File: config.mk
export PLATFORM = sky130hd
export DESIGN_NAME = addr_sequencer16
export DESIGN_NICKNAME = d
export VERILOG_FILES = /design/src/rtl/addr_sequencer16.sv
export SDC_FILE = /design/constraint.sdc
export NUM_CORES = 1
export LEC_CHECK = 0
export CAP_MARGIN = 20
export CORE_MARGIN = 2
export CORE_UTILIZATION = 52
export CTS_CLUSTER_SIZE = 14
export DETAILED_ROUTE_END_ITERATION = 7
export PLACE_DENSITY = 0.8
export SLEW_MARGIN = 5
export SYNTH_ARGS = -nofsm -noshare
export SYNTH_HDL_FRONTEND = slang
export SYNTH_SLANG_ARGS = --single-unit
File: constraint.sdc
create_clock -name Clk -period 2.4 [get_ports Clk]
set_input_delay 0.48 -clock Clk [delete_from_list [all_inputs] [get_ports Clk]]
set_output_delay 0.48 -clock Clk [all_outputs]
set_load 0.01 [all_outputs]
File: src/rtl/addr_sequencer16.sv
// rtl/addr_sequencer16.sv - 4-bit address sequencer with prescaler, pause, stop and wrap counting
// Walks latched StartAddr..EndAddr up or down, holding each address PRESCALE active cycles.
module addr_sequencer16 #(
  parameter int PRESCALE = 4
) (
  input  logic       Clk,
  input  logic       Rst_n,
  input  logic       Start,
  input  logic       Stop,
  input  logic       Pause,
  input  logic       Dir,
  input  logic       Wrap,
  input  logic [3:0] StartAddr,
  input  logic [3:0] EndAddr,
  output logic [3:0] Address,
  output logic       AddrValid,
  output logic       Busy,
  output logic       Done,
  output logic [7:0] LoopCount
);

  localparam int PW = (PRESCALE > 1) ? $clog2(PRESCALE) : 1;
  localparam logic [PW-1:0] PMAX = PW'(PRESCALE - 1);

  typedef enum logic [1:0] {S_IDLE, S_RUN, S_PAUSE, S_DONE} state_t;

  state_t        state, state_nxt;
  logic [PW-1:0] presc, presc_nxt;
  logic [3:0]    addr_nxt;
  logic          valid_nxt;
  logic [7:0]    loop_nxt;
  logic          latch_cfg;
  logic          cfg_dir, cfg_wrap;
  logic [3:0]    cfg_start, cfg_end;

  always_comb begin
    state_nxt = state;
    presc_nxt = presc;
    addr_nxt  = Address;
    valid_nxt = 1'b0;
    loop_nxt  = LoopCount;
    latch_cfg = 1'b0;
    case (state)
      S_IDLE: begin
        if (Start && !Stop) begin
          latch_cfg = 1'b1;
          addr_nxt  = StartAddr;
          valid_nxt = 1'b1;
          loop_nxt  = 8'd0;
          presc_nxt = '0;
          state_nxt = S_RUN;
        end
      end
      S_RUN, S_PAUSE: begin
        if (Stop) begin
          state_nxt = S_IDLE;
        end else if (Pause) begin
          state_nxt = S_PAUSE;
        end else begin
          // Leaving PAUSE counts as an active cycle, so each paused cycle adds exactly one hold cycle.
          state_nxt = S_RUN;
          if (presc == PMAX) begin
            presc_nxt = '0;
            if (Address != cfg_end) begin
              addr_nxt  = cfg_dir ? Address - 4'd1 : Address + 4'd1;
              valid_nxt = 1'b1;
            end else if (cfg_wrap) begin
              addr_nxt  = cfg_start;
              valid_nxt = 1'b1;
              loop_nxt  = (LoopCount == 8'hFF) ? LoopCount : LoopCount + 8'd1;
            end else begin
              state_nxt = S_DONE;
            end
          end else begin
            presc_nxt = presc + 1'b1;
          end
        end
      end
      S_DONE: state_nxt = S_IDLE;
      default: state_nxt = S_IDLE;
    endcase
  end

  always_ff @(posedge Clk or negedge Rst_n) begin
    if (!Rst_n) begin
      state     <= S_IDLE;
      presc     <= '0;
      Address   <= 4'd0;
      AddrValid <= 1'b0;
      Busy      <= 1'b0;
      Done      <= 1'b0;
      LoopCount <= 8'd0;
      cfg_dir   <= 1'b0;
      cfg_wrap  <= 1'b0;
      cfg_start <= 4'd0;
      cfg_end   <= 4'd0;
    end else begin
      state     <= state_nxt;
      presc     <= presc_nxt;
      Address   <= addr_nxt;
      AddrValid <= valid_nxt;
      Busy      <= (state_nxt == S_RUN) || (state_nxt == S_PAUSE);
      Done      <= (state_nxt == S_DONE);
      LoopCount <= loop_nxt;
      if (latch_cfg) begin
        cfg_dir   <= Dir;
        cfg_wrap  <= Wrap;
        cfg_start <= StartAddr;
        cfg_end   <= EndAddr;
      end
    end
  end

endmodule

# After elaboration in Yosys (flattened, before gate mapping)
# Cells that the tools add are included.
# word_totals
register_bits,29
latch_bits,0
ramBits,0
rom_bits,0
in_bits,15
output_inout_bits,15
wordCells,77
mem_count,0
# op_classes
n_addsub,4
multipliers,0
div_mod_pow,0
order_cmp,0
n_eq_ne,17
n_shift,0
n_mux,36
bitwise,0
n_reduce_logical,9
# ops
operator,n
two-way mux 8 bit,7
two-way mux 4 bit,7
two-way mux 2 bit,10
case mux 8 bit (2 select lines),1
inequality test 2 bit (second input constant),7
equality test 2 bit (second input constant),5
adder 8 x 1 -> 8 bit (second input constant),1
equality test 8 bit (second input constant),1
case mux 4 bit (2 select lines),1
AND reduction 8 bit,1
two-way mux 1 bit,7
case mux 2 bit (3 select lines),1
AND reduction 6 bit,1
adder 4 x 1 -> 4 bit (second input constant),1
equality test 2 x 1 -> 1 bit (second input constant),2
inequality test 4 bit,1
case mux 2 bit (2 select lines),1
AND reduction 4 bit,1
subtractor 4 x 1 -> 4 bit (second input constant),1
inequality test 3 bit (second input constant),1
adder 2 x 1 -> 2 bit (second input constant),1
zero test 2 bit,1
case mux 1 bit (2 select lines),1
nonzero test 2 bit,1
other kinds (4),4

# Logic depth before layout (Yosys ltp)
# Gate-level depths: netlist of run 1.
# depth
word_depth,8
depth_mapped,8
mapped_depth_nobuf,7

# Worst setup path before layout of run 1
# No wires, ideal clock.
# synth_path
kind,register to register
startpoint,register Address[2]
endpoint,register Busy
setup_ns,0.126
arrival_time_ns,2.018
t_required_ns,2.274
slack_ns,0.256
path_stages_with_launch,7
n_path_buf,1
period_less_slack_ns,2.144
path_cell_list,dfrtp_1 > xor2_1 > nor4_4 > buf_2 > a31oi_1 > o41ai_1 > ha_1
# synth_between
elab_chain_len,8
elab_cells_between_ends,9
cone_classes,3 x eq/ne; 5 x mux; 1 x reduce/logical
# synth_lines
item,line_no,rtl
"start, declared",15,"output logic [3:0] Address,"
"start signal, assigned",100,Address <= addr_nxt;
inequality test 4 bit (*),64,if (Address != cfg_end) begin
two-way mux 2 bit (*),64,
two-way mux 2 bit (*),62,if (presc == PMAX) begin
two-way mux 2 bit (*),57,end else if (Pause) begin
two-way mux 2 bit (*),55,if (Stop) begin
case mux 2 bit (3 select lines) (*),43,case (state)
via state_nxt[1],27,"state_t state, state_nxt;"
equality test 2 x 1 -> 1 bit / equality test 2 bit (equally long branches),102,Busy <= (state_nxt == S_RUN) || (state_nxt == S_PAUSE);
logical OR 1 bit (*),102,
"end signal, assigned",102,
"end, declared",17,"output logic Busy,"
# Mark *: on every way through the listed nets, which the timed path passes. The rest lies on a longest branch.
# A chain may end at the register's enable or synchronous reset.

# Worst setup path after layout of run 1
# layout_path
startpoint,register Address[2]
endpoint,register LoopCount[5]
# layout_between
elab_chain_len,3
# layout_lines
item,line_no,rtl
inequality test 4 bit,64,
inequality test 2 bit (no line),-,
AND reduction 8 bit (no line),-,
"end signal, assigned",104,LoopCount <= loop_nxt;
"end, declared",19,output logic [7:0] LoopCount
# No other way between the ends.

==> flow_summary_export.csv, run 1 <==
group,metric,value,unit
placement,dp.cells,238,
yosys,ys_ff_latch,29,
placement,port_buffers,29,
die,die_area,0.003694,mm^2
cells_and_area,final_area,0.002142,mm^2
yosys,synth_warnings,0,
clock_network,cts_max_level,2,
power,power.density,1262,mW/mm^2
run_status,run_status,"finished clean",
global_routing,grt_pass1_vias,1408,
cells_and_area,antenna_cells,0,
yosys,synth-edff-count,0,
cells_and_area,syn_to_final_growth,27.76,%
yosys,synth_ff_type,"dfrtp_1",
clock_network,clk-insertion-delay-late,0.33,ns
timing,setup-tns-final,0,ns
yosys,syn_inst,159,
power,switching_share,0.4118,
detailed_routing,wl_per_cell,14.88,um
global_routing,grt_max_degree,30,
placement,post-dp-hpwl,2705,um
clock_network,clockBufferDepth,2,
detailed_routing,ant_nets,0,
timing,timing.hold.ws,0.5097,ns
die,fp.dieH,60.78,um
detailed_routing,route.vias.total,1404,
die,initial_core_util,0.5492,
worst_setup_path,cp.arrival,2.46,ns
power,p_sw,1.113,mW
timing,setup_viol,0,
global_routing,grt_first_pass_wirelength,6334,um
hold_path,hold_path_class,"register to register",
detailed_routing,routed_wl,3645,um
cells_and_area,instances_no_fill,245,
global_routing,antenna_found_initial,0,
global_routing,gr-total-overflow,0,
power,p_int,1.590,mW
die,fp.dieW,60.78,um
timing,clock_skew,0.005940,ns
detailed_routing,route.met2.wl,1785,um
worst_setup_path,end_kind,"register",
detailed_routing,wl_met1,1613,um
yosys,ys_types,48,
cells_and_area,nNetsFinal,224,
cells_and_area,most-common-layout-cells,"dfrtp_1, clkdlybuf4s50_1, mux2_2, buf_4, a21oi_1",
placement,dpl_cell_area,0.002087,mm^2
timing,finalHoldViolations,0,
power,peakVddDrop,0.0007850,V
clock_network,holdBufCountCts,0,
timing,tightest_slew,0.5498,ns
detailed_routing,routed-wl-met3,183,um
yosys,seq_area_frac_synth,0.4328,
yosys,async_flop_share,1.000,
detailed_routing,dr.max_layer_used,"met4",
detailed_routing,via_per_inst,5.731,
worst_setup_path,path_class,"register to register",
timing,fmax,445.5,MHz
cells_and_area,drive_gt1_frac,0.1841,
clock_network,numCtsBuffers,5,
placement,routabilityCongestion,0.8989,
worst_setup_path,required,2.62,ns
power,seq_power_share,0.317,
power,combPwrFrac,0.572,
clock_network,cts_root_buffer,"clkbuf_4",
timing,layout_min_cycle_time,2.245,ns
global_routing,grtUsageTotal,0.2332,
timing,slew_viol_final,0,
clock_network,tritoncts,"yes",
clock_network,cts_resized,0,
timing,rsz0062_at_grt,"false",
cells_and_area,n_fill_cell,245,
yosys,netlist_area,0.001677,mm^2
clock_network,clk_pin_slew_worst_paths,0.09,ns
yosys,syn_nets,182,
die,rows,20,
worst_setup_path,start_kind,"register",
power,report.power.total,2.704,mW
clock_network,post_cts_buffers,0,
die,io_pins,30,
yosys,synth_area_per_cell,10.54,um^2
detailed_routing,first_pass_iters,5,
clock_network,cts_sinks,29,
die,core-area,0.003053,mm^2
power,pwr-share-clk,0.111,
detailed_routing,drt_iter0_drc,147,
worst_setup_path,cp_max_fo,11,
power,power.leakage,0.9482,nW
job,maxCapViolCount,0,
timing,max_slew_margin,0.6307,
detailed_routing,route.detailed.drc,0,
timing,final.period_utilization,0.9352,
critical path, cell delays in order (launching register included):
cell     delay (ns)
dfrtp_1        0.44
xor2_1         0.19
nor4_4         0.56
nand2_2        0.27
a21o_1         0.31
a221o_1        0.36
kinds of logic after synthesis:
kind of cell,Yosys count,share of synthesized area
AND/OR/NAND/NOR,44,0.1508
AO/OA/AOI/OAI,41,0.1858
flip-flops,29,0.4328
buffers and inverters,16,0.03731
multiplexers,14,0.09254
adder cells (fa/ha/maj),8,0.06418
XOR/XNOR,7,0.03657
per-stage QoR:
stage | worst slack, ns | utilization
2_1_floorplan | 0.2556 | -
3_3_place_gp | -0.07536 | 0.6836
3_5_place_dp | -0.09980 | 0.6836
4_1_cts | 0.1521 | 0.7016
5_1_grt | 0.01972 | 0.7016
6_report | 0.1554 | 0.7016
worst paths after layout:
path	start	to	slack, ns	depth (start not counted)
setup / recovery	Address[2]	LoopCount[5]	0.16	5
hold / removal	cfg_start[0]	cfg_start[0]	0.51	1
setup reg to reg	Address[2]	LoopCount[5]	0.16	5
hold reg to reg	cfg_start[0]	cfg_start[0]	0.51	1
max in group asynchronous	Rst_n	cfg_start[1]	1.59	2
min in group asynchronous	Rst_n	LoopCount[6]	0.53	2
power by group through the flow:
stage | clock [mW] | combinational [mW] | sequential (mW)
2_1_floorplan | 0 | 1.01 | 0.854
3_3_place_gp | 0 | 1.50 | 0.851
3_5_place_dp | 0 | 1.55 | 0.866
4_1_cts | 0.312 | 1.56 | 0.858
5_1_grt | 0.333 | 1.71 | 0.884
6_report | 0.301 | 1.55 | 0.857
synth_stat cells (4+ instances only):
cell type	instances	share of area
a21oi_1	10	0.030
dfrtp_1	29	0.43
nor2_1	7	0.016
a211o_1	4	0.021
xor2_1	5	0.026
nor3_1	6	0.018
a21o_1	4	0.018
nand3_1	6	0.018
o21ai_0	4	0.012
mux2_2	12	0.081
nand2_1	6	0.013
ha_1	7	0.052
inv_1	9	0.020
flip-flops by register name (all words and copies together) (netlist names):
name,flops
Done,1
Busy,1
cfg_end,4
LoopCount,8
presc,2
cfg_start,4
state,2
cfg_dir,1
Address,4
AddrValid,1
cfg_wrap,1
routing by layer:
| layer | track usage | up-vias |
|---|---|---|
| li1 | - | 670 |
| met1 | 0.2923 | 683 |
| met2 | 0.3763 | 41 |
| met3 | 0.05117 | 10 |
| met4 | 0.1242 | 0 |
| met5 | 0 | - |
area by class of cell:
| cell class | count | area, um^2 | area share |
|---|---|---|---|
| clock buffer | 7 | 55.05 | 0.02570 |
| inverter | 10 | 37.54 | 0.01752 |
| multi-input combinational | 114 | 888.4 | 0.4147 |
| sequential | 29 | 725.7 | 0.3388 |
| tap | 44 | 55.05 | 0.02570 |
| timing repair buffer | 41 | 380.4 | 0.1776 |
Note: power is estimated with default switching activity, not from simulation.
==> run 2: changes to the inputs <==
--- a/config.mk
+++ b/config.mk
@@ -5,6 +5,7 @@
 export SDC_FILE = /design/constraint.sdc
 export NUM_CORES = 1
 export LEC_CHECK = 0
+export ABC_AREA = 1
 export CAP_MARGIN = 20
 export CORE_MARGIN = 2
 export CORE_UTILIZATION = 52
==> flow_summary_export.csv, run 2 <==
group,metric,value,unit
power,power.leakage,1.088,nW
detailed_routing,route.vias.total,1517,
worst_setup_path,crit_buf_inv,1,
yosys,async_flop_share,1.000,
cells_and_area,antenna_cells,0,
worst_setup_path,required,1.92,ns
worst_setup_path,start_kind,"register",
timing,final.period_utilization,0.7865,
timing,clock_skew,0.004273,ns
worst_setup_path,r2r_start,"state[0]",
yosys,synth-edff-count,0,
power,power.density,1260,mW/mm^2
yosys,syn_nets,247,
detailed_routing,route.detailed.drc,0,
global_routing,gr-total-overflow,0,
cells_and_area,top_register,"LoopCount",
timing,timing.hold.ws,0.5143,ns
placement,port_buffers,29,
die,rows,20,
worst_setup_path,crit_chain,"clkdlybuf4s50_1",
yosys,yosys.area_share.simple,0.3634,
global_routing,antenna_found_initial,0,
yosys,yosysMostFrequentCell,"nand2_1",
yosys,synthTopCellsByArea,"dfrtp_1, nand2_1, ha_1",
clock_network,cts_resized,0,
run_status,run_status,"finished clean",
detailed_routing,first_pass_iters,4,
yosys,yosysTopAreaCellShare,0.4191,
die,die_area,0.003808,mm^2
timing,setup_viol,0,
die,io_pins,30,
detailed_routing,drt_iter0_drc,68,
timing,rsz0062_at_grt,"false",
yosys,syn_inst,224,
yosys,synth_xor_area_frac,0.005058,
detailed_routing,ant_nets,0,
timing,slew_viol_final,0,
cells_and_area,nNetsFinal,283,
hold_path,hold_path_class,"register to register",
worst_setup_path,cp_max_fo,8,
hold_path,min_from,"cfg_start[0]",
yosys,synth_common_cells,"nand2_1, dfrtp_1, nor2_1, inv_1, nand3_1",
yosys,synth_area_per_cell,7.731,um^2
power,peakVddDrop,0.0006456,V
clock_network,clk-insertion-delay-late,0.33,ns
job,maxCapViolCount,0,
clock_network,tritoncts,"yes",
cells_and_area,most-common-layout-cells,"nand2_1, dfrtp_1, clkdlybuf4s50_1, nor2_1, inv_1",
detailed_routing,routed_wl,3622,um
clock_network,clk_pin_slew_worst_paths,0.09,ns
die,fp.dieW,61.71,um
worst_setup_path,cp-startpoint,"LoopCount[0]",
global_routing,grtUsageTotal,0.2124,
cells_and_area,syn_to_final_growth,23.70,%
yosys,synth_ff_type,"dfrtp_1",
clock_network,post_cts_buffers,0,
detailed_routing,wl_per_cell,11.91,um
cells_and_area,final_common_cell,"nand2_1",
yosys,synth_top_family_by_area,"simple AND/OR/NAND/NOR gates",
yosys,ys_types,26,
cells_and_area,largest_register_ffs,8,
yosys,synthAdderAreaFrac,0.06214,
die,fp.dieH,61.71,um
timing,max_slew_margin,0.6682,
worst_setup_path,cp.arrival,1.41,ns
worst_setup_path,slowest_stage,"clkdlybuf4s50_1",
worst_setup_path,crit_family,"buffers and inverters",
yosys,synth_warnings,0,
yosys,seq_area_frac_synth,0.4191,
timing,setup-tns-final,0,ns
worst_setup_path,path_class,"register to primary output",
timing,fmax,529.8,MHz
clock_network,clockBufferDepth,2,
timing,layout_min_cycle_time,1.888,ns
placement,post-dp-hpwl,2642,um
yosys,muxShareOfSynthArea,0.01951,
clock_network,cts_root_buffer,"clkbuf_4",
global_routing,grt_max_degree,30,
detailed_routing,via_per_inst,4.990,
timing,finalHoldViolations,0,
worst_setup_path,critical_path.max_stage_delay,0.59,ns
yosys,ys_ff_latch,29,
clock_network,cts_sinks,29,
global_routing,grt_first_pass_wirelength,5837,um
yosys,synth_top_cell_by_area,"dfrtp_1",
clock_network,holdBufCountCts,0,
die,core-area,0.003103,mm^2
yosys,synth_compound_area_frac,0.07370,
placement,routabilityCongestion,0.8020,
clock_network,numCtsBuffers,5,
cells_and_area,drive_gt1_frac,0.1038,
clock_network,cts_max_level,2,
worst_setup_path,end_kind,"primary output",
yosys,netlist_area,0.001732,mm^2
die,initial_core_util,0.5581,
global_routing,grt_pass1_vias,1345,
cells_and_area,n_fill_cell,266,
timing,tightest_slew,0.4964,ns
[run 2: changes by cell type in the layout (fill, tap and decap cells not counted), sizes merged, moves of 4 or more]
cell | previous run | this run
nand3b | 0 | 4
nand3 | 6 | 17
o21ai | 4 | 8
nand2 | 7 | 81
xor2 | 5 | 1
buf | 12 | 3
nor3 | 6 | 2
a211o | 4 | 0
inv | 9 | 23
mux2 | 12 | 3
a21o | 4 | 0
nor2 | 7 | 25
[run 2: cell families (layout without fill, tap and decap cells)]
| logic type | count (synthesis) | after routing |
|---|---|---|
| multiplexers | 3 | 3 |
| adder cells (fa/ha/maj) | 8 | 8 |
| flip-flops | 29 | 29 |
| AND/OR/NAND/NOR | 135 | 135 |
| AO/OA/AOI/OAI | 22 | 22 |
| XOR/XNOR | 1 | 1 |
| buffers and inverters | 26 | 62 |
[run 2: metrics by stage]
step	area [um^2]	setup slack (ns)	utilization	std cells	total power, mW
after floorplan	1732	0.8508	-	224	1.951
after global placement	2087	0.4631	0.6726	297	2.358
after detailed placement	2087	0.4317	0.6726	297	2.402
after CTS	2142	0.5075	0.6903	304	2.710
after global routing	2142	0.3450	0.6903	304	2.946
final	2142	0.5124	0.6903	304	2.698
[run 2: final timing paths]
| path | to | slack [ns] | cells after the start |
|---|---|---|---|
| max | LoopCount[0] | 0.51 | 1 |
| min | cfg_start[0] | 0.51 | 1 |
| max reg2reg | Address[0] | 0.53 | 8 |
| min reg2reg | cfg_start[0] | 0.51 | 1 |
| max in group asynchronous | cfg_start[1] | 1.61 | 2 |
| min in group asynchronous | LoopCount[1] | 0.52 | 2 |
[run 2: power breakdown]
group | switching [mW] | total (mW) | internal (mW) | leakage [nW]
clock network | 0.171 | 0.309 | 0.138 | 0.0314
registers | 0.151 | 0.816 | 0.666 | 0.364
logic | 0.954 | 1.57 | 0.619 | 0.693
[run 2: layout make-up]
type,count,area (um^2),share of cell area
Tap cell,44,55.05,0.02570
Timing Repair Buffer,32,312.8,0.1460
Clock buffer,7,55.05,0.02570
Sequential cell,29,725.7,0.3388
Multi-Input combinational cell,169,907.1,0.4235
Inverter,23,86.33,0.04030
[run 2: metal layers]
metal | global-route usage | part of all wire
met1 | 0.2770 | 0.47
met2 | 0.3489 | 0.47
met3 | 0.04348 | 0.039
met4 | 0.08207 | 0.017
met5 | 0 | 0
==> run 3: changes to the inputs <==
--- a/config.mk
+++ b/config.mk
@@ -8,10 +8,10 @@
 export ABC_AREA = 1
 export CAP_MARGIN = 20
 export CORE_MARGIN = 2
-export CORE_UTILIZATION = 52
+export CORE_UTILIZATION = 47
 export CTS_CLUSTER_SIZE = 14
 export DETAILED_ROUTE_END_ITERATION = 7
-export PLACE_DENSITY = 0.8
+export PLACE_DENSITY = 0.76
 export SLEW_MARGIN = 5
 export SYNTH_ARGS = -nofsm -noshare
 export SYNTH_HDL_FRONTEND = slang
==> constraint.sdc (replaced) <==
create_clock -name Clk -period 1.58 [get_ports Clk]
set_input_delay 0.316 -clock Clk [delete_from_list [all_inputs] [get_ports Clk]]
set_output_delay 0.316 -clock Clk [all_outputs]
set_load 0.01 [all_outputs]
==> flow_summary_export.csv, run 3 (synthesized netlist as in run 2, its figures left out) <==
group,metric,value,unit
worst_setup_path,cp.arrival,1.76,ns
worst_setup_path,path_class,"register to register",
timing,max_slew_margin,0.7534,
global_routing,antenna_found_initial,0,
worst_setup_path,start_kind,"register",
clock_network,clk-insertion-delay-late,0.28,ns
cells_and_area,most-common-layout-cells,"nand2_1, buf_4, dfrtp_1, nor2_1, clkdlybuf4s50_1",
die,core-area,0.003606,mm^2
detailed_routing,route.vias.total,1737,
detailed_routing,routed_wl,4474,um
worst_setup_path,slowest_stage,"dfrtp_1",
cells_and_area,n_fill_cell,279,
clock_network,cts_root_buffer,"clkbuf_8",
cells_and_area,largest_register_ffs,8,
timing,fin_ws,-0.01258,ns
worst_setup_path,cp_max_fo,8,
timing,clock_skew,0.002560,ns
cells_and_area,top_register,"LoopCount",
cells_and_area,instances_no_fill,347,
timing,slew_viol_final,0,
timing,final.period_utilization,1.008,
detailed_routing,drt_iter0_drc,65,
timing,timing.hold.ws,0.4202,ns
timing,fmax,627.9,MHz
die,fp.dieH,64.70,um
die,io_pins,30,
detailed_routing,first_pass_iters,4,
clock_network,numCtsBuffers,5,
timing,layout_min_cycle_time,1.593,ns
cells_and_area,syn_to_final_growth,47.98,%
worst_setup_path,critical_path.max_stage_delay,0.39,ns
die,initial_core_util,0.4802,
worst_setup_path,required,1.74,ns
run_status,run_status,"finished with violations",
detailed_routing,route.detailed.drc,0,
hold_path,hold_path_class,"input pin to asynchronous set/reset pin",
clock_network,clockBufferDepth,2,
worst_setup_path,end_kind,"register",
clock_network,clk_pin_slew_worst_paths,0.06,ns
die,rows,22,
cells_and_area,drive_gt1_frac,0.2876,
power,power.density,2017,mW/mm^2
global_routing,grt_max_degree,30,
cells_and_area,multi_input_area,983.4,um^2
cells_and_area,antenna_cells,0,
placement,post-dp-hpwl,2928,um
power,peakVddDrop,0.001261,V
run_status,violations,"negative setup slack",
placement,dp.cells,326,
clock_network,holdBufCountCts,0,
detailed_routing,ant_nets,0,
worst_setup_path,crit_chain,"inv_2, ha_4, o21ai_0, o211ai_1, buf_4, inv_4, nand2_4, nand2_1, nand2_1",
job,maxCapViolCount,0,
placement,port_buffers,29,
timing,rsz0062_at_grt,"true",
timing,setup_viol,4,
clock_network,tritoncts,"yes",
global_routing,grtUsageTotal,0.2253,
global_routing,grt_pass1_vias,1665,
global_routing,gr-total-overflow,0,
clock_network,cts_max_level,2,
timing,finalHoldViolations,0,
cells_and_area,regArea,729.5,um^2
timing,tightest_slew,0.3700,ns
placement,pre_cts_ws,-0.1961,ns
cells_and_area,nNetsFinal,322,
detailed_routing,via_per_inst,5.006,
clock_network,cts_sinks,29,
placement,routabilityCongestion,0.8444,
die,die_area,0.004186,mm^2
cells_and_area,final_common_cell,"nand2_1",
worst_setup_path,crit_buf_inv,3,
global_routing,grt_first_pass_wirelength,7100,um
detailed_routing,wl_per_cell,12.89,um
worst_setup_path,crit_family,"flip-flops",
die,fp.dieW,64.70,um
power,power.leakage,1.355,nW
worst_setup_path,path_common_cell,"nand2_1",
[run 3: changes by cell type in the layout (fill, tap and decap cells not counted), moves of 3 or more]
| cell | change |
|---|---|
| clkdlybuf4s50_1 | -8 |
| dfrtp_2 | +3 |
| clkbuf_8 | +5 |
| nand2_2 | +6 |
| nand2_1 | -6 |
| buf_4 | +37 |
| dlygate4sd2_1 | +4 |
| inv_1 | -3 |
| dfrtp_1 | -3 |
| dlymetal6s2s_1 | +3 |
| clkbuf_4 | -5 |
[run 3: worst paths after layout]
path | start | end | slack, ns | cells after the start
max in group asynchronous | Rst_n | LoopCount[5] | 0.87 | 2
setup / recovery | state[1] | LoopCount[3] | -0.01 | 9
setup reg to reg | state[1] | LoopCount[3] | -0.01 | 9
min in group Clk | cfg_start[3] | cfg_start[3] | 0.51 | 1
hold reg to reg | cfg_start[3] | cfg_start[3] | 0.51 | 1
hold / removal | Rst_n | cfg_start[2] | 0.42 | 2
[run 3: through the flow]
| step | total power, mW | area, um^2 | utilization | TNS [ns] |
|---|---|---|---|---|
| 2_1_floorplan | 2.964 | 1732 | - | 0 |
| 3_3_place_gp | 3.991 | 2280 | 0.6322 | -1.480 |
| 3_5_place_dp | 4.069 | 2280 | 0.6322 | -2.199 |
| 4_1_cts | 4.863 | 2427 | 0.6731 | -0.05693 |
| 5_1_grt | 5.590 | 2562 | 0.7106 | -0.7198 |
| 6_report | 5.169 | 2562 | 0.7106 | -0.03306 |
[run 3: report_power, final]
group | internal (mW) | total, mW | switching, mW
logic | 1.52 | 3.35 | 1.83
clock network | 0.344 | 0.599 | 0.255
registers | 1.02 | 1.22 | 0.199
total | 2.89 | 5.17 | 2.28
[run 3: what timing repair did]
item	in CTS	in global routing
pin swaps	1	10
gates cloned	1	0
gates resized for setup	14	24
setup endpoints to repair	22	20
setup buffers	5	8
[run 3: final cells by class]
| type | count | share of cell area |
|---|---|---|
| sequential | 29 | 0.2847 |
| tap | 48 | 0.02344 |
| timing repair inverter | 1 | 0.002930 |
| timing repair buffer | 70 | 0.2358 |
| multi-input combinational | 169 | 0.3838 |
| inverter | 23 | 0.03564 |
| clock buffer | 7 | 0.03369 |
[run 3: routing by layer]
| metal | wire [um] | GRT usage | part of all wire |
|---|---|---|---|
| met1 | 1888 | 0.2573 | 0.42 |
| met2 | 2263 | 0.3905 | 0.51 |
| met3 | 185 | 0.05903 | 0.041 |
| met4 | 136 | 0.1064 | 0.030 |
| met5 | 0 | 0 | 0 |
